### config.mk
export PLATFORM = sky130hd
export DESIGN_NAME = gs_i2s_tx
export DESIGN_NICKNAME = d
export VERILOG_FILES = /design/src/rtl/gs_audio_pkg.sv /design/src/rtl/gs_i2s_clkgen.sv /design/src/rtl/gs_i2s_tx.sv
export SDC_FILE = /design/constraint.sdc
export NUM_CORES = 1
export LEC_CHECK = 0
export BUFFER_PORTS_ARGS = -buffer_cell sky130_fd_sc_hd__buf_2
export CAP_MARGIN = 30
export CORE_MARGIN = 2
export CORE_UTILIZATION = 30
export CTS_CLUSTER_DIAMETER = 80
export CTS_CLUSTER_SIZE = 8
export DETAILED_ROUTE_END_ITERATION = 6
export PLACE_DENSITY = 0.53
export RECOVER_POWER = 100
export SLEW_MARGIN = 20
export SYNTH_ARGS = -nofsm -noshare
export SYNTH_HDL_FRONTEND = slang
export SYNTH_SLANG_ARGS = --single-unit
export TNS_END_PERCENT = 5
### constraint.sdc
create_clock -name clk_sys -period 1.9 [get_ports clk_sys]
set_input_delay 0.38 -clock clk_sys [delete_from_list [all_inputs] [get_ports clk_sys]]
set_output_delay 0.38 -clock clk_sys [all_outputs]
set_load 0.01 [all_outputs]
### src/rtl/gs_audio_pkg.sv
// Shared definitions for the General Sound audio output stages.
package gs_audio_pkg;

    localparam int unsigned I2S_SLOT_BITS  = 16;
    localparam int unsigned I2S_FRAME_BITS = 32;

    typedef struct packed {
        logic [I2S_SLOT_BITS-1:0] left;
        logic [I2S_SLOT_BITS-1:0] right;
    } i2s_frame_t;

    // Unsigned sample (midpoint 2^(width-1)) to left-aligned signed 16-bit.
    // Left-aligning first puts the source MSB at bit 15, where inverting it
    // subtracts the midpoint. Valid for width <= 16.
    function automatic logic [I2S_SLOT_BITS-1:0] to_s16(input logic [15:0] x,
                                                        input int unsigned width);
        logic [15:0] aligned;
        aligned = x << (16 - width);
        return {~aligned[15], aligned[14:0]};
    endfunction

endpackage

### src/rtl/gs_i2s_clkgen.sv
// Bit-clock divider: fixed 50% duty BCLK from clk_sys plus a falling-event strobe.
module gs_i2s_clkgen #(
    parameter int unsigned DIV = 8
) (
    input  logic clk_sys,
    input  logic reset,
    output logic bclk,
    output logic fall_c
);

    localparam int unsigned CNT_W = (DIV > 0) ? $clog2(DIV + 1) : 1;

    logic [CNT_W-1:0] div_cnt;
    logic             div_hit_c;

    assign div_hit_c = (div_cnt == CNT_W'(DIV));
    // The toggle that takes BCLK from 1 to 0 is the event the serialiser runs on.
    assign fall_c    = div_hit_c & bclk;

    always_ff @(posedge clk_sys) begin
        if (reset) begin
            div_cnt <= '0;
            bclk    <= 1'b0;
        end else if (div_hit_c) begin
            div_cnt <= '0;
            bclk    <= ~bclk;
        end else begin
            div_cnt <= div_cnt + CNT_W'(1);
        end
    end

endmodule

### src/rtl/gs_i2s_tx.sv
// General Sound output stage: re-centres the L/R channel sums and serialises
// them as a Philips I2S stream (one-BCLK delay, MSB first).
module gs_i2s_tx
    import gs_audio_pkg::*;
#(
    parameter int unsigned DIV  = 8,
    parameter int unsigned IN_W = 9
) (
    input  logic            clk_sys,
    input  logic            reset,
    input  logic [IN_W-1:0] in_l,
    input  logic [IN_W-1:0] in_r,
    input  logic            mute,
    output logic            i2s_bclk,
    output logic            i2s_lrck,
    output logic            i2s_data,
    output logic            sample_strobe
);

    localparam int unsigned BIT_W = $clog2(I2S_FRAME_BITS);

    logic                      fall_c;
    logic [BIT_W-1:0]          bit_cnt;
    logic [BIT_W-1:0]          bit_nxt_c;
    logic [I2S_FRAME_BITS-1:0] shreg;
    i2s_frame_t                frame_c;

    gs_i2s_clkgen #(
        .DIV (DIV)
    ) u_clkgen (
        .clk_sys (clk_sys),
        .reset   (reset),
        .bclk    (i2s_bclk),
        .fall_c  (fall_c)
    );

    assign bit_nxt_c = bit_cnt + BIT_W'(1);

    // Word loaded at slot 0; mute is only looked at here so a frame never tears.
    always_comb begin
        frame_c = '0;
        if (!mute) begin
            frame_c.left  = to_s16(16'(in_l), IN_W);
            frame_c.right = to_s16(16'(in_r), IN_W);
        end
    end

    // Serialiser: data shifts out of bit 31 one fall after the load, which
    // yields the standard one-BCLK I2S delay relative to LRCK.
    always_ff @(posedge clk_sys) begin
        if (reset) begin
            bit_cnt       <= '1;
            i2s_lrck      <= 1'b1;
            i2s_data      <= 1'b0;
            shreg         <= '0;
            sample_strobe <= 1'b0;
        end else begin
            sample_strobe <= 1'b0;
            if (fall_c) begin
                bit_cnt  <= bit_nxt_c;
                i2s_lrck <= (bit_nxt_c >= BIT_W'(I2S_SLOT_BITS));
                i2s_data <= shreg[I2S_FRAME_BITS-1];
                if (bit_nxt_c == '0) begin
                    shreg         <= frame_c;
                    sample_strobe <= 1'b1;
                end else begin
                    shreg <= {shreg[I2S_FRAME_BITS-2:0], 1'b0};
                end
            end
        end
    end

endmodule

======== Yosys cells after proc, flatten, opt, wreduce, memory -nomap -nowiden ========
Cells that the tools add are included.
Widths: inputs -> output; s select.
word-level totals
  register bits ........................... 45
  word-level logic and storage cells ...... 22
  input port bits ......................... 21
operators by class
  eq/ne operators ......................... 1
  mux-type cells .......................... 3
  reduce and logical (&&, ||, !) cells .... 3
  add/subtract/negate cells ............... 2
  $lt $le $gt $ge ......................... 1
  bitwise gates (word level) .............. 5
operator list
  cell                 number
  $mux 32              2
  $add 5x1->5 const B  1
  $ge 5x5->1 const B   1
  $logic_not 5->1      1
  $add 4x1->4 const B  1
  $eq 4x4->1 const B   1
  $not 1->1            4
  $reduce_or 2->1      2
  $and 1x1->1          1
  $mux 1               1

======== Logic depth before layout (Yosys ltp) ========
  word-level depth ........................ 4
  mapped depth ............................ 8
  depth with buffers taken out ............ 6

======== By module ========
A second synthesis with hierarchy kept.
unflattened totals
  cell total of the unflattened synthesis .. 235
  area total of the unflattened synthesis .. 2104.5 µm²
by module, submodules not included
  module         seq. area each (µm²)  instances  area an instance (µm²)  cells an instance
  gs_i2s_tx      660.6                 1          1876.8                  212
  gs_i2s_clkgen  100.1                 1          227.7                   23

======== Worst setup path after synthesis ========
No wires, ideal clock.
  path type ............................... register to register
  start ................................... reg u_clkgen.div_cnt[0]
  end ..................................... reg shreg[23]
  library setup time ...................... 0.079 ns
  buffers on the path ..................... 2
  stages on the path, launching flop included .. 9
  data required time ...................... 1.821 ns
  arrival ................................. 1.410 ns
  path slack .............................. 0.411 ns
  path through ............................ dfxtp_1 inv_1 ha_1 and4b_1 buf_4 nor2_4 buf_2 nand2_1 o211ai_1
between the ends
  word-level cells in the longest chain between the ends .. 2
ends and longest elaborated chain
  what                    line                 RTL
  from (decl)             gs_i2s_clkgen.sv:13  logic [CNT_W-1:0] div_cnt;
  from (signal assigned)  gs_i2s_clkgen.sv:28  div_cnt <= div_cnt + CNT_W'(1);
  $eq 4x4->1              gs_i2s_clkgen.sv:16  assign div_hit_c = (div_cnt == CNT_W'(DIV));
  $and 1x1->1             gs_i2s_clkgen.sv:18  assign fall_c = div_hit_c & bclk;
  to (signal assigned)    gs_i2s_tx.sv:64      shreg <= frame_c;
  to (signal assigned)    gs_i2s_tx.sv:67      shreg <= {shreg[I2S_FRAME_BITS-2:0], 1'b0};
  to (decl)               gs_i2s_tx.sv:25      logic [I2S_FRAME_BITS-1:0] shreg;
No other way between the ends.
A chain may end at the register's enable or synchronous reset.

======== Final worst setup path ========
  start ................................... reg u_clkgen.div_cnt[0]
  end ..................................... reg shreg[17]
Same word-level chain as after synthesis.

==> flow_metrics.py <==
metrics = {
    "yosys": {
        "synth_cells": 175,
        "syn_area_sq_mm": 0.00160,
        "synth_ff_type": "dfxtp_1",
        "synth_compound_gate_area_share_pct": 16.2,
        "synth_top_family_by_area": "simple AND/OR/NAND/NOR gates",
        "synth_top_area_share_pct": 47.5,
        "synth_adder_area_share_pct": 2.34,
        "syn_nets": 199,
        "synth_cell_types": 33,
        "synth-xor-area-share_pct": 2.73,
        "synth-seq-area-share_pct": 47.5,
        "synth-async-reset-ratio_pct": 0,
        "synth_seq_cells": 38,
        "synthSimpleGateAreaFrac_pct": 24.8,
        "synth_edf_count": 0,
        "synth_mux_area_share_pct": 1.95,
        "ys.warnings.count": 0,
        "yosysTopAreaCell": "dfxtp_1",
        "synth_common_cells": "dfxtp_1 (38), nand2_1 (36), nand4_1 (17)",
        "yosysMostFrequentCell": "dfxtp_1",
        "synth_area_leaders": "dfxtp_1 (48%), nand2_1 (8.4%), o211ai_1 (7.0%)",
        "avgSynthCellArea_sq_um": 9.15,
    },
    "final_layout": {
        "area_growth_pct": 21.2,
        "drive_above_1_share_pct": 19.3,
        "num-nets-final": 225,
        "fillCellCount": 574,
        "final-instance-count-excl-fill": 272,
        "antenna_cells": 0,
        "finalInstanceArea_sq_mm": 0.00194,
    },
    "power_and_ir_drop": {
        "swShare_pct": 20.0,
        "pwr-share-comb_pct": 3.8,
        "powerDensity_mw_per_mm2": 874,
        "p_int_mw": 1.36,
        "p_clk_share_pct": 48.6,
        "switching_power_mw": 0.339,
        "ir_worst_vdd_mv": 0.378,
        "seqPwrFrac_pct": 47.6,
        "leakage_nw": 0.716,
    },
    "floorplan": {
        "die_height_um": 77.1,
        "io_pins": 25,
        "dieWidth_um": 77.1,
        "dieArea_sq_mm": 0.00594,
        "core_area_sq_mm": 0.00514,
        "start_util_pct": 31.2,
        "row_count": 26,
    },
    "sta": {
        "max_clock_freq_mhz": 587,
        "tns_ns": 0,
        "slew_viol_final": 0,
        "worst_slew_pin_slew_ns": 0.517,
        "fin_hold_ws_ns": 0.327,
        "maxSlewHeadroom_pct": 65.5,
        "rsz0062_at_grt": "no",
        "post-route-period-util_pct": 89.7,
        "finalClockSkew_ns": 0.00839,
        "period_minus_slack_ns": 1.70,
        "setup_violations": 0,
        "final_hold_viol_count": 0,
    },
    "outcome": {
        "outcome": "finished clean",
    },
    "clock_tree": {
        "cts_root_buffer": "clkbuf_8",
        "clock-sinks": 38,
        "postCtsSetupBuffers": 0,
        "clk_pin_slew_ns": 0.08,
        "cts_buffers": 5,
        "cts_tree": "yes",
        "clkLatencyLatePin_ns": 0.29,
        "cts.repair.resized": 0,
        "cts_buffer_depth": 2,
        "postCtsHoldBufs": 0,
        "htree_levels": 2,
    },
    "place": {
        "postPlaceCellArea_sq_mm": 0.00180,
        "globalplace.congestion": 0.698,
        "dpl.hpwl_mm": 2.08,
        "portBuffers": 24,
        "dp_cells": 263,
    },
    "drt": {
        "dr.pass1.iters": 4,
        "wl_per_cell_um": 12.1,
        "drc": 0,
        "num_vias": 1283,
        "viasPerCell": 4.72,
        "drtIter0Drc": 73,
        "detail-route-antenna-nets": 0,
        "finalWirelength_mm": 3.30,
    },
    "global_route": {
        "grt_overflow": 0,
        "grt_max_degree": 33,
        "grt_pass1_wl_mm": 5.31,
        "track_usage_pct": 11.4,
        "first_global_vias": 1147,
        "antenna_found_initial": 0,
    },
    "job": {
        "maxCapViolations": 0,
    },
    "critical_path": {
        "crit_path_max_fanout": 13,
        "path_class": "flip-flop to flip-flop",
        "start_kind": "flip-flop",
        "cp.required_ns": 2.08,
        "arrival_ns": 1.89,
        "endpoint_kind": "flip-flop",
    },
    "min_path": {
        "worstHoldPathType": "input port to flip-flop",
    },
}
registers in the layout (all words and copies together) (netlist names):
name	flops
shreg	25
bit_cnt	5
u_clkgen.div_cnt	4
i2s_data	1
i2s_lrck	1
sample_strobe	1
u_clkgen.bclk	1
worst max-delay path, cell delays in order, from the launching register on:
cell,delay [ns]
dfxtp_1,0.34
inv_1,0.06
ha_1,0.20
and4b_1,0.55
nor2_4,0.18
a22o_1,0.27
cell type report:
type                    count  area (sq um)  area share [%]
multi-input cells         124           778            40.1
inverters                   3          11.3           0.580
repair buffers             29           165            8.51
flip-flops and latches     38           761            39.2
clock inverters             3          68.8            3.55
well taps                  70          87.6            4.51
clock buffers               5          68.8            3.55
metal layers:
layer  up-vias  GRT usage (%)  wire length [um]
met1       571           16.3              1780
met5         -              0                 0
met2        28           14.7              1320
met4         0           5.89                47
met3         5           4.24               156
li1        679              -                 -
cell families after synthesis:
group / after synthesis
AND/OR/NAND/NOR: 79
flip-flops: 38
AO/OA/AOI/OAI: 33
buffers and inverters: 14
XOR/XNOR: 5
multiplexers: 3
adder cells (fa/ha/maj): 3
layout by cell type (no fill, tap or decap), types with 3 or more instances in the layout:
| cell type | synthesis | routed |
|---|---|---|
| dfxtp_1 | 38 | 38 |
| buf_4 | 3 | 4 |
| clkbuf_8 | 0 | 5 |
| ha_1 | 3 | 3 |
| o211ai_1 | 15 | 15 |
| nand4_1 | 17 | 17 |
| inv_1 | 3 | 3 |
| a22o_1 | 8 | 8 |
| xnor2_1 | 3 | 3 |
| nor3_1 | 3 | 3 |
| nand2_1 | 36 | 36 |
| buf_2 | 6 | 20 |
| o21ai_0 | 3 | 3 |
| nor2_1 | 10 | 11 |
| clkbuf_1 | 2 | 4 |
power groups by stage:
stage / registers (mW) / logic, mW / clock network [mW]
6_report: 0.807 / 0.0652 / 0.823
5_1_grt: 0.808 / 0.0740 / 0.884
4_1_cts: 0.807 / 0.0639 / 0.852
3_5_place_dp: 0.825 / 0.0640 / 0
3_3_place_gp: 0.825 / 0.0640 / 0
2_1_floorplan: 0.824 / 0.0347 / 0
path summary, 6_finish.rpt:
path	cells past startpoint	slack (ns)	from	endpoint
worst max-delay path	5	0.20	u_clkgen.div_cnt[0]	shreg[17]
worst min-delay path	2	0.33	in_r[0]	shreg[7]
worst max register to register	5	0.20	u_clkgen.div_cnt[0]	shreg[17]
worst min register to register	2	0.47	shreg[22]	shreg[23]
through the flow:
stage	worst slack (ns)	power [mW]	utilization, %
after detailed placement	0.109	0.889	35.0
after global routing	0.0280	1.77	37.8
after global placement	0.129	0.889	35.0
after floorplan	0.411	0.859	-
final	0.196	1.70	37.8
after CTS	0.0768	1.72	37.7
No activity file was read; power rests on OpenSTA's default activity.
